==> src/rtl/instr_prefetch_8051_if.sv <==
`default_nettype none
// ============================================================================
// Module   : instr_prefetch_8051_if
// Purpose  : Code-memory, redirect and decode-side signals of the 8051 prefetcher.
// Revision : 1.0 - initial release
// ============================================================================
interface instr_prefetch_8051_if;
    logic        mem_req;
    logic [15:0] mem_addr;
    logic        mem_rvalid;
    logic [7:0]  mem_rdata;
    logic        redirect;
    logic [15:0] redirect_pc;
    logic        out_valid;
    logic        out_ready;
    logic [23:0] out_instr;
    logic [1:0]  out_len;
    logic [15:0] out_pc;

    // Prefetcher side
    modport master (
        output mem_req, mem_addr, out_valid, out_instr, out_len, out_pc,
        input  mem_rvalid, mem_rdata, redirect, redirect_pc, out_ready
    );

    // Memory / core side
    modport slave (
        input  mem_req, mem_addr, out_valid, out_instr, out_len, out_pc,
        output mem_rvalid, mem_rdata, redirect, redirect_pc, out_ready
    );
endinterface
`default_nettype wire

==> src/rtl/instr_prefetch_8051.sv <==
`default_nettype none
// ============================================================================
// Module   : instr_prefetch_8051
// Purpose  : Byte-wise code prefetch queue presenting whole 8051 instructions.
// Revision : 1.0 - initial release
// ============================================================================
module instr_prefetch_8051 #(
    parameter int          FIFO_DEPTH = 4,
    parameter logic [15:0] RESET_PC   = 16'h0000
) (
    input wire logic              clk,
    input wire logic              rst,
    instr_prefetch_8051_if.master bus
);
    localparam int c_ptr_w = $clog2(FIFO_DEPTH);
    localparam int c_cnt_w = c_ptr_w + 1;
    localparam logic [c_cnt_w-1:0] c_depth = c_cnt_w'(FIFO_DEPTH);

    logic [7:0]         r_mem [FIFO_DEPTH];
    logic [c_ptr_w-1:0] r_rd_ptr;
    logic [c_ptr_w-1:0] r_wr_ptr;
    logic [c_cnt_w-1:0] r_count;
    logic [15:0]        r_fetch_pc;
    logic [15:0]        r_head_pc;
    logic               r_outstanding;
    logic               r_drop;

    logic [7:0]         w_b0;
    logic [7:0]         w_b1;
    logic [7:0]         w_b2;
    logic [1:0]         w_len;
    logic               w_valid;
    logic               w_fire;
    logic               w_push;
    logic               w_req;
    logic [c_cnt_w-1:0] w_pop_cnt;

    assign w_b0 = r_mem[r_rd_ptr];
    assign w_b1 = r_mem[r_rd_ptr + c_ptr_w'(1)];
    assign w_b2 = r_mem[r_rd_ptr + c_ptr_w'(2)];

    always_comb begin
        w_len = 2'd1;
        case (w_b0)
            8'h75, 8'hB4:                      w_len = 2'd3;
            8'h74, 8'h25, 8'hF5, 8'h24, 8'h80: w_len = 2'd2;
            default:                           w_len = 2'd1;
        endcase
    end

    assign w_valid   = !bus.redirect && (r_count >= c_cnt_w'(w_len));
    assign w_fire    = w_valid && bus.out_ready;
    assign w_pop_cnt = w_fire ? c_cnt_w'(w_len) : '0;
    // A response tagged for dropping belongs to a fetch stream that was abandoned.
    assign w_push    = bus.mem_rvalid && r_outstanding && !r_drop && !bus.redirect;
    assign w_req     = !rst && !r_outstanding && !bus.redirect && (r_count < c_depth);

    assign bus.mem_req   = w_req;
    assign bus.mem_addr  = r_fetch_pc;
    assign bus.out_valid = w_valid;
    assign bus.out_pc    = r_head_pc;

    always_comb begin
        bus.out_instr = 24'h000000;
        bus.out_len   = 2'd0;
        if (w_valid) begin
            bus.out_len = w_len;
            case (w_len)
                2'd3:    bus.out_instr = {w_b0, w_b1, w_b2};
                2'd2:    bus.out_instr = {w_b0, w_b1, 8'h00};
                default: bus.out_instr = {w_b0, 16'h0000};
            endcase
        end
    end

    always_ff @(posedge clk or posedge rst) begin
        if (rst) begin
            r_rd_ptr      <= '0;
            r_wr_ptr      <= '0;
            r_count       <= '0;
            r_fetch_pc    <= RESET_PC;
            r_head_pc     <= RESET_PC;
            r_outstanding <= 1'b0;
            r_drop        <= 1'b0;
        end else if (bus.redirect) begin
            r_rd_ptr   <= '0;
            r_wr_ptr   <= '0;
            r_count    <= '0;
            r_fetch_pc <= bus.redirect_pc;
            r_head_pc  <= bus.redirect_pc;
            // Keep the request slot busy until the stale byte has come back.
            if (r_outstanding && !bus.mem_rvalid) begin
                r_drop <= 1'b1;
            end else begin
                r_outstanding <= 1'b0;
                r_drop        <= 1'b0;
            end
        end else begin
            if (w_req) begin
                r_outstanding <= 1'b1;
                r_fetch_pc    <= r_fetch_pc + 16'd1;
            end else if (bus.mem_rvalid && r_outstanding) begin
                r_outstanding <= 1'b0;
                r_drop        <= 1'b0;
            end
            if (w_push) begin
                r_wr_ptr <= r_wr_ptr + c_ptr_w'(1);
            end
            if (w_fire) begin
                r_rd_ptr  <= r_rd_ptr + c_ptr_w'(w_len);
                r_head_pc <= r_head_pc + 16'(w_len);
            end
            r_count <= r_count + c_cnt_w'(w_push) - w_pop_cnt;
        end
    end

    always_ff @(posedge clk) begin
        if (w_push) begin
            r_mem[r_wr_ptr] <= bus.mem_rdata;
        end
    end
endmodule
`default_nettype wire

==> src/flat_wrapper.sv <==
// flat-port wrapper written by rule: the top's interface ports become plain ports
module instr_prefetch_8051_flat 
#(
    parameter int          FIFO_DEPTH = 4,
    parameter logic [15:0] RESET_PC   = 16'h0000
)
  (clk, rst, bus_mem_req, bus_mem_addr, bus_out_valid, bus_out_instr, bus_out_len, bus_out_pc, bus_mem_rvalid, bus_mem_rdata, bus_redirect, bus_redirect_pc, bus_out_ready);
  instr_prefetch_8051_if bus_i ();
  input wire logic clk;
  input wire logic rst;
  output wire logic [$bits(bus_i.mem_req)-1:0] bus_mem_req;
  output wire logic [$bits(bus_i.mem_addr)-1:0] bus_mem_addr;
  output wire logic [$bits(bus_i.out_valid)-1:0] bus_out_valid;
  output wire logic [$bits(bus_i.out_instr)-1:0] bus_out_instr;
  output wire logic [$bits(bus_i.out_len)-1:0] bus_out_len;
  output wire logic [$bits(bus_i.out_pc)-1:0] bus_out_pc;
  input wire logic [$bits(bus_i.mem_rvalid)-1:0] bus_mem_rvalid;
  input wire logic [$bits(bus_i.mem_rdata)-1:0] bus_mem_rdata;
  input wire logic [$bits(bus_i.redirect)-1:0] bus_redirect;
  input wire logic [$bits(bus_i.redirect_pc)-1:0] bus_redirect_pc;
  input wire logic [$bits(bus_i.out_ready)-1:0] bus_out_ready;
  assign bus_mem_req = bus_i.mem_req;
  assign bus_mem_addr = bus_i.mem_addr;
  assign bus_out_valid = bus_i.out_valid;
  assign bus_out_instr = bus_i.out_instr;
  assign bus_out_len = bus_i.out_len;
  assign bus_out_pc = bus_i.out_pc;
  assign bus_i.mem_rvalid = bus_mem_rvalid;
  assign bus_i.mem_rdata = bus_mem_rdata;
  assign bus_i.redirect = bus_redirect;
  assign bus_i.redirect_pc = bus_redirect_pc;
  assign bus_i.out_ready = bus_out_ready;
  instr_prefetch_8051 #(.FIFO_DEPTH(FIFO_DEPTH), .RESET_PC(RESET_PC)) u_core (.clk(clk), .rst(rst), .bus(bus_i));
endmodule
==> config.mk <==
export PLATFORM = sky130hd
export DESIGN_NAME = instr_prefetch_8051_flat
export DESIGN_NICKNAME = d
export VERILOG_FILES = /design/src/rtl/instr_prefetch_8051_if.sv /design/src/rtl/instr_prefetch_8051.sv /design/src/flat_wrapper.sv
export SDC_FILE = /design/constraint.sdc
export NUM_CORES = 1
export LEC_CHECK = 0
export CAP_MARGIN = 20
export CORE_MARGIN = 5
export CORE_UTILIZATION = 47
export CTS_CLUSTER_DIAMETER = 30
export DETAILED_ROUTE_END_ITERATION = 10
export DONT_BUFFER_PORTS = 1
export PLACE_DENSITY_LB_ADDON = 0.25
export SLEW_MARGIN = 0
export SYNTH_ARGS = -nofsm -noshare
export SYNTH_HDL_FRONTEND = slang
export SYNTH_SLANG_ARGS = --single-unit
export TNS_END_PERCENT = 100
==> constraint.sdc <==
create_clock -name clk -period 5.33 [get_ports clk]
set_input_delay 1.3325 -clock clk [delete_from_list [all_inputs] [get_ports clk]]
set_output_delay 1.3325 -clock clk [all_outputs]
set_load 0.02 [all_outputs]
==> flow_metrics.tcl, run 1 <==
set metrics [dict create \
    yosysWarnings 0 \
    final_util 0.533 \
    coreArea_um2 8680 \
    finalCritPeriodShare 0.970 \
    antenna_found_initial 0 \
    h-tree-depth 3 \
    fp.dieH_um 104 \
    ys_types 42 \
    slowest_stage "mux4_2" \
    worst_setup_path_start_kind "flop" \
    viasPerCell 5.78 \
    first_pass_iters 4 \
    power_mw 1.82 \
    ff2ff_path_depth 21 \
    die-area_um2 10900 \
    end_kind "output port" \
    vias 2794 \
    fmax_mhz 193 \
    wl_per_cell_um 19.9 \
    clock_latency_ns 0.35 \
    grt_pass1_vias 2842 \
    fin_worst_skew_ns 0.0124 \
    ant_nets 0 \
    clock-sinks 73 \
    grt_pass1_wl_um 15500 \
    grt_usage 0.178 \
    required_ns 4.00 \
    tritoncts "built" \
    synth_edf_count 32 \
    max_stage_delay_ns 0.56 \
    critPathTopFamily "compound AO/OA/AOI/OAI gates" \
    path_buf_inv 4 \
    synth_fp_nets 400 \
    syn-cell-area_um2 4180 \
    status "finished clean" \
    finalHoldViolCount 0 \
    syn-instance-count 356 \
    drive_gt1_frac 0.224 \
    globalplace.congestion 0.807 \
    port_buffers 0 \
    ctsHoldBuffers 0 \
    die_w_um 104 \
    cts_buffer_depth 2 \
    min_period_ns 5.17 \
    max_slew_margin 0.527 \
    vdd_ir_drop_max_mv 0.155 \
    async_flop_share 0.562 \
    cp.depth 13 \
    path_clk_slew_ns 0.08 \
    first_iter_violations 91 \
    slew_viol_final 0 \
    yosys_register_bits 73 \
    hp-class "reg2reg" \
    area_growth_pct 10.5 \
    crit_type "reg2out" \
    start_util 0.482 \
    pin_count 89 \
    ys_seq_area_frac 0.475 \
    clockRootBuffer "clkbuf_8" \
    cp.arrival_ns 3.84 \
    grt.overflow.total 0 \
    max_cap_violations 0 \
    nets 414 \
    antenna_cells 0 \
    rows 34 \
    hold_slack_ns 0.547 \
    wl_um 9630 \
    cp_max_fo 12 \
    synthFlopType "dfrtp_1" \
    grt_max_degree 49 \
    crit_path_frequent_cell "inv_1" \
    hold_path_depth 1 \
    setup_viol 0 \
    tightest_slew_ns 0.704 \
    leakagePower_nw 1.81 \
    numCtsBuffers 9 \
    powerDensity_nw_per_um2 394 \
    crit_chain "buf_12 -> mux4_2 -> and3b_1 -> o2111a_2 -> a41o_1 -> inv_1 -> ha_1 -> nand2b_1 -> a211o_2 -> nand2_1 -> inv_1 -> buf_4 -> and3_2" \
    drc 0 \
    dp_hpwl_um 6850 \
    syn_avg_cell_area_um2 11.8 \
]
cell type report:
class,count,area (um2)
tap,108,135
sequential,73,1990
fill,752,4050
multi-input combinational,247,2070
clock inverter,6,45.0
timing repair buffer,20,180
clock buffer,10,128
inverter,19,73.8
synthesized netlist by cell type, types with 2 or more instances:
master | number | area [um2]
dfrtp_1 | 41 | 1030
ha_1 | 13 | 163
nand3_1 | 11 | 55.1
inv_1 | 18 | 67.6
and3_1 | 19 | 119
a21oi_1 | 15 | 75.1
nand2b_1 | 6 | 37.5
mux2_2 | 16 | 180
buf_2 | 2 | 10.0
nor4b_1 | 2 | 17.5
clkbuf_1 | 12 | 45.0
a31oi_1 | 3 | 18.8
nand2_1 | 28 | 105
buf_6 | 2 | 22.5
fa_1 | 2 | 40.0
xnor2_1 | 18 | 158
edfxtp_1 | 32 | 961
nor3_1 | 5 | 25.0
mux2i_1 | 10 | 100
mux4_2 | 20 | 450
xor2_1 | 13 | 114
and2_1 | 5 | 31.3
o21ai_0 | 2 | 10.0
nand4_1 | 7 | 43.8
nor2b_1 | 7 | 43.8
nor2_1 | 25 | 93.8
nor4_1 | 5 | 31.3
or3_1 | 2 | 12.5
or2_2 | 2 | 12.5
state kept, by name (all words and copies together) (netlist names):
signal	cells
u_core.bus.mem_addr	16
u_core.bus.out_pc	16
u_core.r_count	3
u_core.r_drop	1
u_core.r_mem	32
u_core.r_outstanding	1
u_core.r_rd_ptr	2
u_core.r_wr_ptr	2
worst register-to-register path, cell delays in order, from the launching register on:
cell and delay [ns]:
dfrtp_2 0.43, buf_12 0.17, mux4_2 0.56, and3b_1 0.21
o2111a_2 0.28, a41o_1 0.24, inv_1 0.11, ha_1 0.23
nand2b_1 0.14, a211o_2 0.40, nand2_1 0.17, inv_1 0.11
buf_4 0.21, nand2_1 0.17, nor2_1 0.08, ha_1 0.27
inv_1 0.05, ha_1 0.14, inv_1 0.05, fa_1 0.36
xnor2_1 0.17, nor2_1 0.05
power by group:
group | internal (mW) | switching (mW) | total, mW
clock network | 0.170 | 0.215 | 0.385
logic | 0.320 | 0.362 | 0.682
registers | 0.641 | 0.114 | 0.756
total | 1.13 | 0.692 | 1.82
cells in the final DEF, fill, tap and decap left out, types with 2 or more instances in the layout:
cell type / count
mux2i_1: 10
xor2_1: 13
nor3_1: 5
nand4_1: 7
nor4_1: 5
nor2b_1: 7
buf_4: 18
nor2_1: 25
dfrtp_2: 2
a31oi_1: 3
or2_2: 2
and2_1: 5
or3_1: 2
inv_1: 18
o21ai_0: 2
edfxtp_1: 32
mux4_2: 20
nand2b_1: 6
nand3_1: 10
ha_1: 13
mux2_2: 16
clkinv_4: 2
and3_2: 2
nand2_1: 28
xnor2_1: 18
fa_1: 2
a21oi_1: 15
dfrtp_1: 39
clkbuf_8: 9
clkinvlp_4: 3
and3_1: 17
through the flow:
step	setup TNS [ns]	area, um2	setup slack (ns)	std cells
after floorplan	0	4180	0.838	356
after global placement	0	4380	0.333	464
after detailed placement	0	4380	0.271	464
after CTS	0	4560	0.0234	480
after global routing	-0.182	4620	-0.0352	483
final	0	4620	0.160	483
metal layers:
layer	global-route usage	vias up	share of wire
li1	-	1316	-
met1	0.231	1401	0.43
met2	0.279	66	0.50
met3	0.0701	11	0.069
met4	0.0481	0	0.0093
met5	0	-	0
path summary, 6_finish.rpt:
| kind | from | end | slack [ns] |
|---|---|---|---|
| max in group asynchronous | rst | u_core.r_rd_ptr[1] | 3.94 |
| hold reg to reg | u_core.r_outstanding | u_core.r_drop | 0.55 |
| min in group asynchronous | rst | u_core.r_drop | 1.00 |
| setup reg to reg | u_core.r_rd_ptr[0] | u_core.r_count[2] | 0.63 |
| setup / recovery | u_core.r_rd_ptr[0] | bus_out_instr[13] | 0.16 |
| hold / removal | u_core.r_outstanding | u_core.r_drop | 0.55 |
what timing repair did:
item / CTS / global route
cloned: 0 / 1
buffers inserted: 0 / 2
gates resized for setup: 1 / 8
endpoints found under the setup margin: 8 / 17
kinds of logic after synthesis:
kind of cell / synth area share
AOI/OAI and AO/OA: 0.0431
xor gates and xnor gates: 0.0649
adders and majority gates: 0.0484
buffers and inverters: 0.0371
DFF: 0.475
muxes: 0.175
and+or+nand+nor: 0.157
No activity file was read; power rests on OpenSTA's default activity.
==> run 2, diff against run 1 <==
CTS_CLUSTER_DIAMETER = 40   (was 30)
==> results of run 2 <==
Final layout, timing and power as in run 1 (identical DEF).
